==> config.mk <==
export PLATFORM = sky130hd
export DESIGN_NAME = sort_loader_flat
export DESIGN_NICKNAME = d
export VERILOG_FILES = /design/src/rtl/sort_loader_if.sv /design/src/rtl/sort_loader.sv /design/src/flat_wrapper.sv
export SDC_FILE = /design/constraint.sdc
export NUM_CORES = 1
export LEC_CHECK = 0
export CORE_ASPECT_RATIO = 0.6
export CORE_UTILIZATION = 30
export CTS_BUF_LIST = sky130_fd_sc_hd__clkbuf_4 sky130_fd_sc_hd__clkbuf_8
export DETAILED_ROUTE_END_ITERATION = 10
export PLACE_DENSITY = 0.59
export SETUP_SLACK_MARGIN = 0.5
export SYNTH_ARGS = -nofsm -noshare
export SYNTH_HDL_FRONTEND = slang
export SYNTH_SLANG_ARGS = --single-unit
==> constraint.sdc <==
create_clock -name clk -period 1.43 [get_ports clk]
set_input_delay 0.286 -clock clk [delete_from_list [all_inputs] [get_ports clk]]
set_output_delay 0.286 -clock clk [all_outputs]
set_load 0.05 [all_outputs]
==> src/rtl/sort_loader_if.sv <==
// Bus between the serial producer, the loader and the bubble sorter.
// The master side drives the word stream and the sorter's out_vld; the slave side is the loader.
interface sort_loader_if #(
  parameter int DATA_W = 4,
  parameter int DATA_N = 4,
  parameter int CNT_W  = 8
);
  logic              in_vld;
  logic [DATA_W-1:0] in_data;
  logic              in_rdy;
  logic [DATA_W-1:0] data_arr [DATA_N-1:0];
  logic              start_sort;
  logic              sort_out_vld;
  logic              busy;
  logic [CNT_W-1:0]  batch_cnt;
  logic              err_stray;

  modport master (
    output in_vld, in_data, sort_out_vld,
    input  in_rdy, data_arr, start_sort, busy, batch_cnt, err_stray
  );

  modport slave (
    input  in_vld, in_data, sort_out_vld,
    output in_rdy, data_arr, start_sort, busy, batch_cnt, err_stray
  );
endinterface

==> src/rtl/sort_loader.sv <==
// Gathers DATA_N serial words into the sorter's parallel input, fires start_sort,
// then blocks input until the sorter has emitted DATA_N valid words.
module sort_loader #(
  parameter int DATA_W = 4,
  parameter int DATA_N = 4,
  parameter int CNT_W  = 8
) (
  input  logic         clk,
  input  logic         rst_n,
  sort_loader_if.slave bus
);

  localparam int IDX_W = ($clog2(DATA_N) < 1) ? 1 : $clog2(DATA_N);
  localparam logic [IDX_W-1:0] LAST_IDX = IDX_W'(DATA_N - 1);

  typedef enum logic [1:0] {
    FILL  = 2'd0,
    START = 2'd1,
    WAIT  = 2'd2
  } state_t;

  state_t            state_q,  state_d;
  logic [IDX_W-1:0]  wr_idx_q, wr_idx_d;
  logic [IDX_W-1:0]  rd_cnt_q, rd_cnt_d;
  logic [DATA_W-1:0] arr_q [DATA_N-1:0];
  logic [DATA_W-1:0] arr_d [DATA_N-1:0];
  logic [CNT_W-1:0]  batch_cnt_q, batch_cnt_d;
  logic              err_q, err_d;
  logic              in_rdy_q, in_rdy_d;
  logic              start_q, start_d;
  logic              busy_q, busy_d;

  always_comb begin
    state_d     = state_q;
    wr_idx_d    = wr_idx_q;
    rd_cnt_d    = rd_cnt_q;
    arr_d       = arr_q;
    batch_cnt_d = batch_cnt_q;
    // Sorter output outside WAIT means the two blocks disagree about batch ownership.
    err_d       = err_q | (bus.sort_out_vld && (state_q != WAIT));

    case (state_q)
      FILL: begin
        if (bus.in_vld) begin
          arr_d[wr_idx_q] = bus.in_data;
          if (wr_idx_q == LAST_IDX) begin
            wr_idx_d = '0;
            state_d  = START;
          end else begin
            wr_idx_d = wr_idx_q + 1'b1;
          end
        end
      end
      START: state_d = WAIT;
      WAIT: begin
        if (bus.sort_out_vld) begin
          if (rd_cnt_q == LAST_IDX) begin
            rd_cnt_d    = '0;
            batch_cnt_d = batch_cnt_q + 1'b1;
            state_d     = FILL;
          end else begin
            rd_cnt_d = rd_cnt_q + 1'b1;
          end
        end
      end
      default: state_d = FILL;
    endcase

    // Handshake outputs follow the next state so they register alongside it.
    in_rdy_d = (state_d == FILL);
    start_d  = (state_d == START);
    busy_d   = (state_d != FILL);
  end

  always_ff @(posedge clk or negedge rst_n) begin
    if (!rst_n) begin
      state_q     <= FILL;
      wr_idx_q    <= '0;
      rd_cnt_q    <= '0;
      batch_cnt_q <= '0;
      err_q       <= 1'b0;
      in_rdy_q    <= 1'b1;
      start_q     <= 1'b0;
      busy_q      <= 1'b0;
      for (int i = 0; i < DATA_N; i++) arr_q[i] <= '0;
    end else begin
      state_q     <= state_d;
      wr_idx_q    <= wr_idx_d;
      rd_cnt_q    <= rd_cnt_d;
      batch_cnt_q <= batch_cnt_d;
      err_q       <= err_d;
      in_rdy_q    <= in_rdy_d;
      start_q     <= start_d;
      busy_q      <= busy_d;
      for (int i = 0; i < DATA_N; i++) arr_q[i] <= arr_d[i];
    end
  end

  assign bus.in_rdy     = in_rdy_q;
  assign bus.start_sort = start_q;
  assign bus.busy       = busy_q;
  assign bus.batch_cnt  = batch_cnt_q;
  assign bus.err_stray  = err_q;
  assign bus.data_arr   = arr_q;

endmodule

==> src/flat_wrapper.sv <==
// flat-port wrapper written by rule: the top's interface ports become plain ports
module sort_loader_flat 
#(
  parameter int DATA_W = 4,
  parameter int DATA_N = 4,
  parameter int CNT_W  = 8
)
  (clk, rst_n, bus_in_vld, bus_in_data, bus_sort_out_vld, bus_in_rdy, bus_data_arr, bus_start_sort, bus_busy, bus_batch_cnt, bus_err_stray);
  sort_loader_if #(.DATA_W(DATA_W), .DATA_N(DATA_N), .CNT_W(CNT_W)) bus_i ();
  input  logic clk;
  input  logic rst_n;
  input wire logic [$bits(bus_i.in_vld)-1:0] bus_in_vld;
  input wire logic [$bits(bus_i.in_data)-1:0] bus_in_data;
  input wire logic [$bits(bus_i.sort_out_vld)-1:0] bus_sort_out_vld;
  output wire logic [$bits(bus_i.in_rdy)-1:0] bus_in_rdy;
  output wire logic [$bits(bus_i.data_arr)-1:0] bus_data_arr;
  output wire logic [$bits(bus_i.start_sort)-1:0] bus_start_sort;
  output wire logic [$bits(bus_i.busy)-1:0] bus_busy;
  output wire logic [$bits(bus_i.batch_cnt)-1:0] bus_batch_cnt;
  output wire logic [$bits(bus_i.err_stray)-1:0] bus_err_stray;
  assign bus_i.in_vld = bus_in_vld;
  assign bus_i.in_data = bus_in_data;
  assign bus_i.sort_out_vld = bus_sort_out_vld;
  assign bus_in_rdy = bus_i.in_rdy;
  assign bus_data_arr = {>>{bus_i.data_arr}};
  assign bus_start_sort = bus_i.start_sort;
  assign bus_busy = bus_i.busy;
  assign bus_batch_cnt = bus_i.batch_cnt;
  assign bus_err_stray = bus_i.err_stray;
  sort_loader #(.DATA_W(DATA_W), .DATA_N(DATA_N), .CNT_W(CNT_W)) u_core (.clk(clk), .rst_n(rst_n), .bus(bus_i));
endmodule
==> results of run 1 <==
-- cell families after synthesis --
kind of cell             count (synthesis)  synth area share, %
XOR/XNOR                                 7                 4.32
adder cells (fa/ha/maj)                  6                 5.29
buffers and inverters                    3                 1.06
multiplexers                            17                 13.5
AO/OA/AOI/OAI                            5                 2.11
AND/OR/NAND/NOR                         31                 13.7
flip-flops                              34                 60.0
-- Yosys cell counts --
| cell | n | area (sq um) |
|---|---|---|
| sky130_fd_sc_hd__nand2b_1 | 1 | 6.26 |
| sky130_fd_sc_hd__nor4_2 | 1 | 12.5 |
| sky130_fd_sc_hd__nand3b_1 | 1 | 7.51 |
| sky130_fd_sc_hd__nand4_1 | 2 | 12.5 |
| sky130_fd_sc_hd__ha_1 | 6 | 75.1 |
| sky130_fd_sc_hd__nand3_1 | 1 | 5.00 |
| sky130_fd_sc_hd__buf_4 | 1 | 7.51 |
| sky130_fd_sc_hd__nand4b_2 | 1 | 15.0 |
| sky130_fd_sc_hd__a21o_1 | 2 | 15.0 |
| sky130_fd_sc_hd__or2b_1 | 1 | 7.51 |
| sky130_fd_sc_hd__or2_1 | 1 | 6.26 |
| sky130_fd_sc_hd__dfstp_2 | 1 | 26.3 |
| sky130_fd_sc_hd__inv_1 | 2 | 7.51 |
| sky130_fd_sc_hd__nor2_1 | 2 | 7.51 |
| sky130_fd_sc_hd__dfrtp_1 | 33 | 826 |
| sky130_fd_sc_hd__xor2_1 | 3 | 26.3 |
| sky130_fd_sc_hd__xnor2_1 | 4 | 35.0 |
| sky130_fd_sc_hd__o21ai_1 | 3 | 15.0 |
| sky130_fd_sc_hd__nor3b_4 | 1 | 18.8 |
| sky130_fd_sc_hd__and2_1 | 6 | 37.5 |
| sky130_fd_sc_hd__nand2_1 | 9 | 33.8 |
| sky130_fd_sc_hd__nor3_1 | 3 | 15.0 |
| sky130_fd_sc_hd__and4b_1 | 1 | 10.0 |
| sky130_fd_sc_hd__mux2_1 | 17 | 191 |
-- report_power, final --
part	switching [W]	internal, W
registers	0.000455	0.00136
clock network	0.000329	0.000403
logic	0.00171	0.00206
total	0.00250	0.00382
-- per-stage QoR --
stage	total power (W)	std cells	utilization (%)
2_1_floorplan	0.00324	103	-
3_3_place_gp	0.00490	204	51.6
3_5_place_dp	0.00496	204	51.6
4_1_cts	0.00621	225	58.3
5_1_grt	0.00660	232	60.2
6_report	0.00631	232	60.2
-- critical path, stage by stage, from the launching register on --
cell                      delay [ps]
sky130_fd_sc_hd__dfrtp_1         410
sky130_fd_sc_hd__nor3b_4         290
sky130_fd_sc_hd__and2_4          260
sky130_fd_sc_hd__mux2_4          310
-- sequential cells by signal, summed over array words and instances, names as in the netlist --
register               flops
u_core.bus.data_arr       16
u_core.bus.start_sort      1
u_core.bus.batch_cnt       8
u_core.wr_idx_q            2
u_core.state_q             2
u_core.bus.busy            1
u_core.bus.in_rdy          1
u_core.rd_cnt_q            2
u_core.bus.err_stray       1
-- metal layers --
layer / routed length [microns] / up-vias / GRT usage [%] / part of all wire [%]
met5: 0 / - / 0 / 0
met3: 120 / 8 / 4.13 / 3.6
met1: 1610 / 529 / 19.9 / 48
met2: 1580 / 23 / 22.7 / 47
met4: 44 / 0 / 6.80 / 1.3
li1: - / 488 / - / -
-- layout make-up --
type | instances | area, sq um | area share, %
flip-flops and latches | 34 | 861 | 33.1
inverters | 2 | 7.51 | 0.289
multi-input cells | 66 | 711 | 27.3
well taps | 60 | 75.1 | 2.89
clock buffers | 8 | 91.3 | 3.51
repair buffers | 62 | 856 | 32.9
-- path summary, 6_finish.rpt --
check | start | to | slack, ps | cells after the start
worst max-delay path | u_core.state_q[0]$_DFF_PN0_ | u_core.bus.data_arr[13]$_DFFE_PN0P_ | 60 | 3
worst min register to register | u_core.bus.err_stray$_DFF_PN0_ | u_core.bus.err_stray$_DFF_PN0_ | 530 | 1
worst min-delay path | rst_n | u_core.bus.data_arr[6]$_DFFE_PN0P_ | 360 | 2
worst max register to register | u_core.state_q[0]$_DFF_PN0_ | u_core.bus.data_arr[13]$_DFFE_PN0P_ | 60 | 3
min in group clk | u_core.bus.err_stray$_DFF_PN0_ | u_core.bus.err_stray$_DFF_PN0_ | 530 | 1
max in group asynchronous | rst_n | u_core.bus.in_rdy$_DFF_PN1_ | 810 | 2
-- timing repair --
action                     in CTS  in global routing
buffers inserted               13                  7
cloned                          0                  0
pin swaps                      11                  6
gates resized for setup        31                  5
setup endpoints to repair      62                 62
==> impl_results.md, run 1 <==
- Setup clock skew after layout: 8.53 ps
- Most common cell after layout, fill and taps aside: sky130_fd_sc_hd__buf_12
- Final RePlAce weighted congestion: 0.749
- Total number of nets in the final design: 185
- Number of hold-slack violations in the final timing report: 0
- Via count of the first global-routing pass: 1129
- Number of buffers created by CTS: 5
- Vias per inst: 4.52
- Top-level port count: 36
- Startpoint-to-endpoint class of the critical path: register to register
- DIE HEIGHT: 55.3 microns
- Latest clock arrival within the worst-skew pair: 280 ps
- Clock transition at the registers of the reported paths: 70 ps
- Routed length per instance: 14.4 microns
- Setup TNS: 0 ps
- GR Overflow Total: 0
- Commonest cells after routing, fill and taps aside: sky130_fd_sc_hd__buf_12, sky130_fd_sc_hd__dfrtp_1, sky130_fd_sc_hd__buf_4
- Final-layout fill cell count: 342
- Placed cell areas: 0.00223 sq mm
- Antenna Diode Count: 0
- Wire length of the first global-routing pass: 5.68 mm
- Synthesized area per cell: 13.8 sq um
- Critical Path Start Type: register
- Number of buffers added on ports: 35
- Post-detailed-routing wire length: 3.35 mm
- Number of synthesized register bits: 34
- Worst min path class: primary input to asynchronous set/reset pin
- # setup viols final: 0
- Pwr dens: 2430 mW/mm^2
- Maximum fanout along the worst path: 5
- Final min period: 1370 ps
- CTS root buf: sky130_fd_sc_hd__clkbuf_8
- Largest buffer count on any clock path: 2
- Number of synthesis warnings: 0
- All-Layer GR Usage: 14.9%
- Number of placement rows: 18
- Sequential fraction of the synthesis area: 60.0%
- Clock sink count: 34
- Slew Limit Fails: 0
- Growth of design area from synthesis to finish: 83.2%
- Achievable Freq: 0.730 GHz
- Final HPWL DP: 2.33 mm
- Routed via count: 1048
- Run status: complete, no violations
- Worst path setup slack after routing: 60.8 ps
- Ratio of cells with drive above 1 in the final layout: 62.2%
- Deepest level of the CTS H-tree: 2
- Worst slack after detailed placement: -427 ps
- Max-cap viol count: 0
- Starting Density: 32.8%
- Number of buffers added to fix hold violations after cts: 0
- Arr. time, crit path: 1540 ps
- Required time reported for the critical path endpoint: 1600 ps
- Fin Hold WS: 361 ps
- Pin slew with the least headroom to its limit: 248 ps
- Core Footprint: 0.00432 sq mm
- Die area: 0.00502 sq mm
- CTS tree: built
- Number of antenna violations at the first check in global routing: 0
- Maximum number of pins on one net before global-route repair: 35
- Number of violations reported at the end of detailed-routing iteration 0: 42
- Critical path capture point type: register
- DRC violations left: 0
- Post-layout instance area: 0.00260 sq mm
- RSZ-0062 raised after global routing: yes
- Post-synthesis instance area: 0.00142 sq mm
- Number of antenna-violating nets in the routed design: 0
- Number of different library cells in the post-synthesis netlist: 24
- Gate count after technology mapping: 103
- Die X-Extent: 90.8 microns
- Maximum vdd drop: 1.44 mV
- Syn nets: 117
- DR pass1 iterations: 4
- Post-route clock period utilization: 95.7%
- Leakage: 1.25 nW
- Worst slew margin: 83.4%
Power figures use the tool's default switching activity.
==> run 2, diff against run 1 <==
--- a/config.mk
+++ b/config.mk
@@ -6,11 +6,12 @@
 export NUM_CORES = 1
 export LEC_CHECK = 0
 export CORE_ASPECT_RATIO = 0.6
-export CORE_UTILIZATION = 30
+export CORE_UTILIZATION = 40
 export CTS_BUF_LIST = sky130_fd_sc_hd__clkbuf_4 sky130_fd_sc_hd__clkbuf_8
 export DETAILED_ROUTE_END_ITERATION = 10
-export PLACE_DENSITY = 0.59
+export PLACE_DENSITY = 0.74
 export SETUP_SLACK_MARGIN = 0.5
+export SLEW_MARGIN = 20
 export SYNTH_ARGS = -nofsm -noshare
 export SYNTH_HDL_FRONTEND = slang
 export SYNTH_SLANG_ARGS = --single-unit
==> run 2 against run 1 <==
- clock power rose by 4.5%
- critical path type is now primary input to register
- routed wire length is 15% higher
- cell count is 3.9% lower
- core utilization increased by 21 points
- largest power group unchanged
- worst hold slack improved by 11 ps
- sequential cell count unchanged
- global-route usage up 7.2 points
- first-iteration DRC count rose by 40%
- sequential power about the same
==> impl_results.md, run 2 (synthesized netlist as in run 1, its figures left out) <==
- Run status: complete, no violations
- GR Overflow Total: 0
- Antenna Diode Count: 0
- Number of antenna-violating nets in the routed design: 0
- Maximum vdd drop: 1.43 mV
- R2R depth: 3
- DIE HEIGHT: 48.2 microns
- Number of buffers added to fix hold violations after cts: 0
- # setup viols final: 0
- Clock sink count: 34
- Setup clock skew after layout: 6.82 ps
- Number of hold-slack violations in the final timing report: 0
- Achievable Freq: 0.720 GHz
- Final HPWL DP: 2.25 mm
- RSZ-0062 raised after global routing: yes
- Clock transition at the registers of the reported paths: 70 ps
- Total number of nets in the final design: 191
- Core Footprint: 0.00332 sq mm
- Largest buffer count on any clock path: 2
- CTS root buf: sky130_fd_sc_hd__clkbuf_8
- Growth of design area from synthesis to finish: 88.9%
- Worst slew margin: 83.6%
- Most common cell after layout, fill and taps aside: sky130_fd_sc_hd__buf_12
- Number of placed cells counting well taps: 189
- Arr. time, crit path: 1570 ps
- Number of flip-flops under the largest register name: 16
- Critical path capture point type: register
- Worst min path class: primary input to asynchronous set/reset pin
- Maximum number of pins on one net before global-route repair: 35
- Maximum fanout along the worst path: 5
- Deepest level of the CTS H-tree: 2
- Post-route clock period utilization: 97.2%
- Final min period: 1390 ps
- Slew Limit Fails: 0
- Top-level port count: 36
- Via count of the first global-routing pass: 1117
- Vias per inst: 4.85
- Number of antenna violations at the first check in global routing: 0
- Number of placement rows: 16
- Number of buffers added on ports: 35
- Pwr dens: 2470 mW/mm^2
- All-Layer GR Usage: 22.1%
- DR pass1 iterations: 4
- CTS tree: built
- Starting Density: 42.7%
- Wire length of the first global-routing pass: 5.78 mm
- Startpoint-to-endpoint class of the critical path: primary input to register
- Post-detailed-routing wire length: 3.84 mm
- Routed via count: 1082
- Final RePlAce weighted congestion: 0.719
- Die X-Extent: 78.9 microns
- Final Total Pwr: 0.00663 W
- Critical Path Start Type: primary input
- Ratio of cells with drive above 1 in the final layout: 67.4%
- Commonest cells after routing, fill and taps aside: sky130_fd_sc_hd__buf_12, sky130_fd_sc_hd__buf_4, sky130_fd_sc_hd__dfrtp_1
- Max-cap viol count: 0
- Latest clock arrival within the worst-skew pair: 290 ps
- Final standard cell count with taps included and fillers excluded: 223
- Routed length per instance: 17.2 microns
- Number of buffers created by CTS: 5
- Final-layout fill cell count: 182
- Die area: 0.00380 sq mm
- Required time reported for the critical path endpoint: 1610 ps
- Leakage: 1.31 nW
- DRC violations left: 0
- Pin slew with the least headroom to its limit: 245 ps
- Number of violations reported at the end of detailed-routing iteration 0: 59
## run 2: layout make-up
type                    instances  area (sq um)  share of cell area, %
clock buffers                   7          90.1                   3.36
clock inverters                 1          5.00                  0.187
inverters                       2          7.51                  0.280
multi-input cells              66           753                   28.1
flip-flops and latches         34           862                   32.1
well taps                      45          56.3                   2.10
repair buffers                 68           908                   33.9
## run 2: power breakdown
group | internal (W) | switching (W) | total [W] | leakage (nW)
clock | 0.000407 | 0.000358 | 0.000765 | 0.0517
combinational | 0.00220 | 0.00184 | 0.00404 | 0.848
sequential | 0.00136 | 0.000465 | 0.00182 | 0.409
## run 2: worst paths after layout
path	endpoint	slack, ps	from
max in group asynchronous	u_core.bus.in_rdy$_DFF_PN1_	810	rst_n
worst max-delay path	u_core.bus.data_arr[12]$_DFFE_PN0P_	40	bus_in_vld
worst max register to register	u_core.bus.data_arr[12]$_DFFE_PN0P_	50	u_core.state_q[1]$_DFF_PN0_
worst min-delay path	u_core.bus.data_arr[15]$_DFFE_PN0P_	370	rst_n
min in group clk	u_core.bus.err_stray$_DFF_PN0_	500	bus_sort_out_vld
worst min register to register	u_core.bus.err_stray$_DFF_PN0_	530	u_core.bus.err_stray$_DFF_PN0_
## run 2: metrics by stage
stage	hold WS (ps)	setup TNS [ps]	utilization (%)	setup slack [ps]	cell area (sq um)
6_report	372	0	80.7	40.4	2680
5_1_grt	393	-86.7	80.7	-27.3	2680
4_1_cts	383	0	77.8	48.9	2580
3_5_place_dp	501	-6550	66.6	-365	2210
3_3_place_gp	483	-5360	66.6	-317	2210
2_1_floorplan	-9.59	0	-	6.20	1470
## run 2: worst max-delay path: stages
cell                              delay, ps
sky130_fd_sc_hd__clkdlybuf4s50_1        450
sky130_fd_sc_hd__nor3b_4                260
sky130_fd_sc_hd__and2_4                 260
sky130_fd_sc_hd__mux2_4                 310
## run 2: timing repair
item,in CTS,in global routing
endpoints found under the setup margin,62,62
endpoints found under the hold margin,0,0
pin swaps,18,9
buffers inserted,19,7
gates resized for setup,38,10
gates cloned,0,0
## run 2: routing by layer
metal | vias to the layer above | global-route usage, % | part of all wire (%)
met4 | 0 | 10.9 | 1.7
met5 | - | 0 | 0
met3 | 7 | 5.61 | 5.8
li1 | 498 | - | -
met1 | 544 | 28.1 | 44
met2 | 33 | 37.2 | 48
==> run 3, diff against run 2 <==
--- a/config.mk
+++ b/config.mk
@@ -5,6 +5,7 @@
 export SDC_FILE = /design/constraint.sdc
 export NUM_CORES = 1
 export LEC_CHECK = 0
+export ABC_AREA = 0
 export CORE_ASPECT_RATIO = 0.6
 export CORE_UTILIZATION = 40
 export CTS_BUF_LIST = sky130_fd_sc_hd__clkbuf_4 sky130_fd_sc_hd__clkbuf_8
==> results of run 3 <==
The final DEF is identical to that of run 2; final timing and power are the same.
